$ cat src/rtl/ahb_lite_master.sv
// Purpose : single-outstanding AHB-Lite master; turns one cmd into one NONSEQ SINGLE word transfer.
// Latency : accept at N, address phase N+1, data phase N+2, rsp_valid at N+3 (+ wait/error cycles).
// Backpr. : cmd_ready is high only in IDLE; hready low stretches the address or data phase.
//
// Ports:
//   hclk, hreset_n                      clock, synchronous active-low reset
//   cmd_valid/cmd_ready                 command handshake; cmd_write, cmd_addr, cmd_wdata describe it
//   rsp_valid, rsp_error, rsp_rdata     one-cycle completion pulse with status and read data
//   haddr, htrans, hwrite, hsize,
//   hburst, hwdata                      AHB-Lite master outputs
//   hrdata, hready, hresp               AHB-Lite slave responses
//
// Optional feature: define AHB_MASTER_TIMEOUT_EN to add a data-phase watchdog that ends a
// transfer with rsp_error=1 after TIMEOUT_CYCLES wait cycles. Without it the master waits forever.
module ahb_lite_master #(
   parameter int ADDR_W         = 32,
   parameter int DATA_W         = 32,
   parameter int TIMEOUT_CYCLES = 255
) (
   input  logic              hclk,
   input  logic              hreset_n,
   input  logic              cmd_valid,
   output logic              cmd_ready,
   input  logic              cmd_write,
   input  logic [ADDR_W-1:0] cmd_addr,
   input  logic [DATA_W-1:0] cmd_wdata,
   output logic              rsp_valid,
   output logic              rsp_error,
   output logic [DATA_W-1:0] rsp_rdata,
   output logic [ADDR_W-1:0] haddr,
   output logic [1:0]        htrans,
   output logic              hwrite,
   output logic [2:0]        hsize,
   output logic [2:0]        hburst,
   output logic [DATA_W-1:0] hwdata,
   input  logic [DATA_W-1:0] hrdata,
   input  logic              hready,
   input  logic              hresp
);

   localparam logic [2:0] S_IDLE = 3'd0;
   localparam logic [2:0] S_ADDR = 3'd1;
   localparam logic [2:0] S_DATA = 3'd2;
   localparam logic [2:0] S_ERR  = 3'd3;
   localparam logic [2:0] S_RESP = 3'd4;

   logic [2:0]        r_state;
   logic [2:0]        w_next;
   logic              w_rsp_err;
   logic              w_timeout;
   logic              r_write;
   logic [ADDR_W-1:0] r_addr;
   logic [DATA_W-1:0] r_wdata;
   logic [DATA_W-1:0] r_rdata;
   logic              r_err;

`ifdef AHB_MASTER_TIMEOUT_EN
   localparam int CNT_W = $clog2(TIMEOUT_CYCLES + 1);

   logic [CNT_W-1:0] r_wd_cnt;

   // Fires on the wait cycle that brings the count up to TIMEOUT_CYCLES.
   assign w_timeout = ((r_state == S_DATA) || (r_state == S_ERR)) && !hready &&
                      (r_wd_cnt == CNT_W'(TIMEOUT_CYCLES - 1));

   always_ff @(posedge hclk) begin
      if (!hreset_n) begin
         r_wd_cnt <= '0;
      end else if ((r_state == S_ADDR) && hready) begin
         r_wd_cnt <= '0;
      end else if (((r_state == S_DATA) || (r_state == S_ERR)) && !hready) begin
         r_wd_cnt <= r_wd_cnt + 1'b1;
      end
   end
`else
   // No watchdog: the limit only matters when the counter exists, kept referenced here.
   assign w_timeout = 1'b0 && (TIMEOUT_CYCLES != 0);
`endif

   always_comb begin
      w_next    = r_state;
      w_rsp_err = 1'b0;
      case (r_state)
         S_IDLE: if (cmd_valid) w_next = S_ADDR;
         S_ADDR: if (hready) w_next = S_DATA;
         S_DATA: begin
            if (w_timeout) begin
               w_next    = S_RESP;
               w_rsp_err = 1'b1;
            end else if (hready) begin
               // hready=1 with hresp=1 is a non-compliant one-cycle ERROR; still reported as error.
               w_next    = S_RESP;
               w_rsp_err = hresp;
            end else if (hresp) begin
               w_next = S_ERR;
            end
         end
         S_ERR: begin
            if (hready || w_timeout) begin
               w_next    = S_RESP;
               w_rsp_err = 1'b1;
            end
         end
         S_RESP:  w_next = S_IDLE;
         default: w_next = S_IDLE;
      endcase
   end

   always_ff @(posedge hclk) begin
      if (!hreset_n) begin
         r_state <= S_IDLE;
         r_write <= 1'b0;
         r_addr  <= '0;
         r_wdata <= '0;
         r_rdata <= '0;
         r_err   <= 1'b0;
      end else begin
         r_state <= w_next;
         // Bus-facing copies only change on acceptance, so they hold through IDLE.
         if ((r_state == S_IDLE) && cmd_valid) begin
            r_write <= cmd_write;
            r_addr  <= cmd_addr;
            r_wdata <= cmd_wdata;
         end
         if (w_next == S_RESP) begin
            r_err <= w_rsp_err;
         end
         if ((r_state == S_DATA) && hready && !hresp && !r_write) begin
            r_rdata <= hrdata;
         end
      end
   end

   assign cmd_ready = (r_state == S_IDLE);
   assign htrans    = (r_state == S_ADDR) ? 2'b10 : 2'b00;
   assign haddr     = r_addr;
   assign hwrite    = r_write;
   assign hsize     = 3'b010;
   assign hburst    = 3'b000;
   assign hwdata    = r_wdata;
   assign rsp_valid = (r_state == S_RESP);
   assign rsp_error = r_err;
   assign rsp_rdata = r_rdata;

endmodule

$ cat config.mk
export PLATFORM = sky130hd
export DESIGN_NAME = ahb_lite_master
export DESIGN_NICKNAME = d
export VERILOG_FILES = /design/src/rtl/ahb_lite_master.sv
export SDC_FILE = /design/constraint.sdc
export NUM_CORES = 1
export LEC_CHECK = 0
export CAP_MARGIN = 15
export CORE_UTILIZATION = 42
export CTS_CLUSTER_DIAMETER = 40
export DETAILED_ROUTE_END_ITERATION = 8
export GPL_TIMING_DRIVEN = 0
export PLACE_DENSITY = 0.85
export SYNTH_ARGS = -nofsm -noshare
export SYNTH_HDL_FRONTEND = slang
export SYNTH_SLANG_ARGS = --single-unit
$ cat constraint.sdc
create_clock -name hclk -period 3.1 [get_ports hclk]
set_input_delay 0.465 -clock hclk [delete_from_list [all_inputs] [get_ports hclk]]
set_output_delay 0.465 -clock hclk [all_outputs]
set_load 0.03 [all_outputs]
==> load_flow_metrics.sql <==
INSERT INTO impl_metrics (metric_group, metric, value, unit) VALUES
('outcome', 'result_of_the_run', 'complete, no violations', ''),
('floorplan', 'floorplan.die_area', '9869', 'um2'),
('sta', 'finalSetupViolations', '0', ''),
('worst_hold_path', 'min-delay-path-class', 'flop to flop', ''),
('cts', 'clock_path_buffers', '2', ''),
('detailed_routing', 'antenna_left', '0', ''),
('floorplan', 'boundaryPins', '210', ''),
('placed_design', 'place.gp.congestion', '0.7393', ''),
('placed_design', 'place.detailed.hpwl', '8350', 'um'),
('yosys', 'synthCells', '454', ''),
('detailed_routing', 'vias_per_cell', '4.753', ''),
('cts', 'cts_tree', 'yes', ''),
('cts', 'cts_root_buf', 'sky130_fd_sc_hd__clkbuf_8', ''),
('layout', 'drive_gt1_share', '6.361', '%'),
('sta', 'timing.fmax', '436.3', 'MHz'),
('layout', 'final-instance-count-excl-fill', '787', ''),
('sta', 'fin_crit', '2.292', 'ns'),
('cts', 'cts-resized-gates', '0', ''),
('detailed_routing', 'dr_total_vias', '3741', ''),
('worst_setup_path', 'worstPathArrival', '1.83', 'ns'),
('sta', 'fin_skew', '0.01437', 'ns'),
('worst_setup_path', 'cell_by_cell_trace_of_the_critical_path', 'nor3b_1 > clkdlybuf4s50_1', ''),
('grt', 'grt_pass1_vias', '3676', ''),
('yosys', 'synth_edf_count', '0', ''),
('worst_setup_path', 'worst_r2r_setup_slack', '1.48', 'ns'),
('floorplan', 'std_cell_rows', '35', ''),
('detailed_routing', 'remaining_drc_errors', '0', ''),
('placed_design', 'buffer_ports.inserted', '201', ''),
('grt', 'pin_count_of_the_biggest_net_entering_global_routing', '18', ''),
('yosys', 'yosys.cell_types.count', '26', ''),
('yosys', 'synth_seq_area_share', '50.80', '%'),
('grt', 'grtUsageTotal', '21.88', '%'),
('placed_design', 'dp_cells', '771', ''),
('yosys', 'yosys_register_bits', '101', ''),
('worst_setup_path', 'timing.critical_path.to_type', 'output port', ''),
('detailed_routing', 'first_pass_iteration_count_of_the_detailed_router', '4', ''),
('layout', 'antennaDiodeCount', '0', ''),
('layout', 'layout.cell_area.non_filler', '6371', 'um2'),
('floorplan', 'floorplan.core_area', '9196', 'um2'),
('grt', 'grt_remaining_overflow', '0', ''),
('worst_setup_path', 'critPathKind', 'flop to output port', ''),
('layout', 'seq_area', '2022', 'um2'),
('cts', 'clock_pin_slew_worst_setup_and_hold_paths', '0.09', 'ns'),
('floorplan', 'initial_core_util', '43.28', '%'),
('sta', 'max-slew-margin-rel', '65.53', '%'),
('sta', 'whs', '0.4596', 'ns'),
('cts', 'cts-buffers-inserted', '9', ''),
('placed_design', 'dpl_cell_area', '6150', 'um2'),
('yosys', 'yosys_warn_count', '0', ''),
('grt', 'grt_first_pass_wirelength', '17190', 'um'),
('yosys', 'synth.cell_area', '3980', 'um2'),
('cts', 'cts_setup_buffers', '0', ''),
('layout', 'flow.area_growth_from_synthesis', '60.08', '%'),
('grt', 'initial_antenna_violation_count', '0', ''),
('layout', 'num-nets-final', '773', ''),
('sta', 'timing.final.crit_share', '73.94', '%'),
('worst_setup_path', 'slowest_delay', '0.74', 'ns'),
('sta', 'tns', '0', 'ns'),
('layout', 'multi_input_comb_area', '1712', 'um2'),
('sta', 'slew_violations', '0', ''),
('run', 'cap_viol_max_count', '0', ''),
('sta', 'report.final.hold_viol_count', '0', ''),
('sta', 'setup_repair_after_global_routing_missed_its_margin', 'no', ''),
('cts', 'numClockSinks', '101', ''),
('cts', 'htreeDepth', '3', ''),
('power', 'power_per_cell_area', '459.4', 'nW/um2'),
('worst_setup_path', 'setup.worst_path.start_class', 'flop', ''),
('yosys', 'synth_ff_type', 'sky130_fd_sc_hd__dfxtp_1', ''),
('yosys', 'synth.avg_cell_area', '8.767', 'um2'),
('layout', 'n_fill_cell', '722', ''),
('power', 'leakage', '0.002395', 'uW'),
('detailed_routing', 'routed_wl', '10780', 'um'),
('power', 'ir_drop', '0.2784', 'mV'),
('yosys', 'synth_async_sr_flop_share', '0', '%'),
('worst_setup_path', 'cp_data_required_time', '2.63', 'ns'),
('detailed_routing', 'drt_iter0_drc', '83', ''),
('worst_setup_path', 'slowest_stage', 'sky130_fd_sc_hd__clkdlybuf4s50_1', ''),
('floorplan', 'die_width', '99.35', 'um'),
('cts', 'cts_hold_buffers', '0', ''),
('floorplan', 'die_height', '99.35', 'um'),
('sta', 'worstMarginPinSlew', '0.5171', 'ns'),
('detailed_routing', 'routedWlPerCell', '13.69', 'um'),
('worst_setup_path', 'timing.critical_path.fanout_max', '9', ''),
('cts', 'clk_latency', '0.36', 'ns');
state kept, by name, indices dropped and copies added (netlist names):
signal     count
hwrite         1
rsp_error      1
haddr         32
rsp_rdata     32
r_state        3
hwdata        32
metal layers:
layer / vias to the layer above / routed length [um] / GRT usage [%]
met5: - / 0 / 0
met4: 0 / 378 / 10.97
met3: 26 / 694 / 5.622
met2: 136 / 5307 / 38.94
met1: 1699 / 4397 / 24.13
li1: 1880 / - / -
critical path: cells and delay by family (launching register included):
| kind | cells | cell delay [ns] |
|---|---|---|
| buffers and inverters | 1 | 0.74 |
| flip-flops | 1 | 0.49 |
| AND/OR/NAND/NOR | 1 | 0.24 |
cell families (layout without fill, tap and decap cells):
logic type             Yosys count  count (layout)  synth area share (%)
AOI/OAI and AO/OA               69              69                 13.01
buffers and inverters           41             258                 6.664
DFF                            101             101                 50.80
muxes                           32              32                 8.048
other                            2               7                0.1887
and+or+nand+nor                209             209                 21.28
final timing paths:
path / from / end / cells past startpoint
setup / recovery: r_state[2] / rsp_valid / 2
hold reg to reg: hwdata[2] / hwdata[2] / 2
hold / removal: hwdata[2] / hwdata[2] / 2
setup reg to reg: r_state[0] / hwdata[15] / 6
where the power goes:
group	switching, uW	internal [uW]	leakage [uW]	total, uW
Clock	454	459	0.000106	913
Sequential	31.1	1360	0.000824	1390
Combinational	320	302	0.00146	623
Total	805	2120	0.00240	2930
synth_stat cells, types with 2 or more instances:
cell,instances,area [um2]
sky130_fd_sc_hd__nand2_1,195,732.0
sky130_fd_sc_hd__dfxtp_1,101,2022
sky130_fd_sc_hd__a21boi_0,48,360.4
sky130_fd_sc_hd__mux2i_1,32,320.3
sky130_fd_sc_hd__a21boi_1,17,127.6
sky130_fd_sc_hd__clkbuf_1,14,52.55
sky130_fd_sc_hd__buf_2,8,40.04
sky130_fd_sc_hd__buf_4,8,60.06
sky130_fd_sc_hd__buf_6,5,56.30
sky130_fd_sc_hd__buf_8,3,45.04
sky130_fd_sc_hd__nor2_1,3,11.26
sky130_fd_sc_hd__a21oi_1,2,10.01
sky130_fd_sc_hd__buf_1,2,7.510
sky130_fd_sc_hd__conb_1,2,7.510
sky130_fd_sc_hd__nand2b_1,2,12.51
sky130_fd_sc_hd__nor3b_1,2,15.01
area by class of cell:
class,count,area share (%)
flip-flops and latches,101,31.74
inverters,1,0.05892
clock inverters,7,1.532
repair buffers,201,31.58
clock buffers,9,1.944
plain buffers,40,4.104
well taps,111,2.180
multi-input cells,317,26.87
per-stage QoR:
step | setup slack, ns | util [%] | power (uW)
after global routing | 0.7424 | 69.28 | 3065
after CTS | 0.8074 | 69.28 | 2957
after global placement | 1.079 | 66.87 | 2032
final | 0.8079 | 69.28 | 2927
after detailed placement | 1.016 | 66.87 | 2048
after floorplan | 1.423 | - | 1740
cell usage in the layout, fill, tap and decap left out:
| master | Yosys | routed |
|---|---|---|
| sky130_fd_sc_hd__clkbuf_8 | 0 | 9 |
| sky130_fd_sc_hd__a21oi_1 | 2 | 2 |
| sky130_fd_sc_hd__a21boi_1 | 17 | 17 |
| sky130_fd_sc_hd__inv_6 | 0 | 2 |
| sky130_fd_sc_hd__or4_4 | 1 | 1 |
| sky130_fd_sc_hd__nor2_8 | 1 | 1 |
| sky130_fd_sc_hd__nor3_1 | 1 | 1 |
| sky130_fd_sc_hd__or4b_1 | 1 | 1 |
| sky130_fd_sc_hd__buf_1 | 2 | 2 |
| sky130_fd_sc_hd__inv_1 | 1 | 1 |
| sky130_fd_sc_hd__conb_1 | 2 | 7 |
| sky130_fd_sc_hd__nand2_1 | 195 | 195 |
| sky130_fd_sc_hd__clkbuf_1 | 14 | 14 |
| sky130_fd_sc_hd__o211a_1 | 1 | 1 |
| sky130_fd_sc_hd__or4_1 | 1 | 1 |
| sky130_fd_sc_hd__mux2i_1 | 32 | 32 |
| sky130_fd_sc_hd__nor4b_2 | 1 | 1 |
| sky130_fd_sc_hd__bufinv_16 | 0 | 2 |
| sky130_fd_sc_hd__clkinv_2 | 0 | 1 |
| sky130_fd_sc_hd__nand3b_1 | 1 | 1 |
| sky130_fd_sc_hd__clkinvlp_4 | 0 | 2 |
| sky130_fd_sc_hd__buf_8 | 3 | 3 |
| sky130_fd_sc_hd__nand2b_1 | 2 | 2 |
| sky130_fd_sc_hd__buf_6 | 5 | 5 |
| sky130_fd_sc_hd__dfxtp_1 | 101 | 101 |
| sky130_fd_sc_hd__buf_2 | 8 | 8 |
| sky130_fd_sc_hd__buf_4 | 8 | 8 |
| sky130_fd_sc_hd__a21boi_0 | 48 | 48 |
| sky130_fd_sc_hd__o32a_1 | 1 | 1 |
| sky130_fd_sc_hd__nor2_1 | 3 | 3 |
| sky130_fd_sc_hd__nor3b_1 | 2 | 2 |
| sky130_fd_sc_hd__clkdlybuf4s50_1 | 0 | 201 |
No activity file was read; power rests on OpenSTA's default activity.
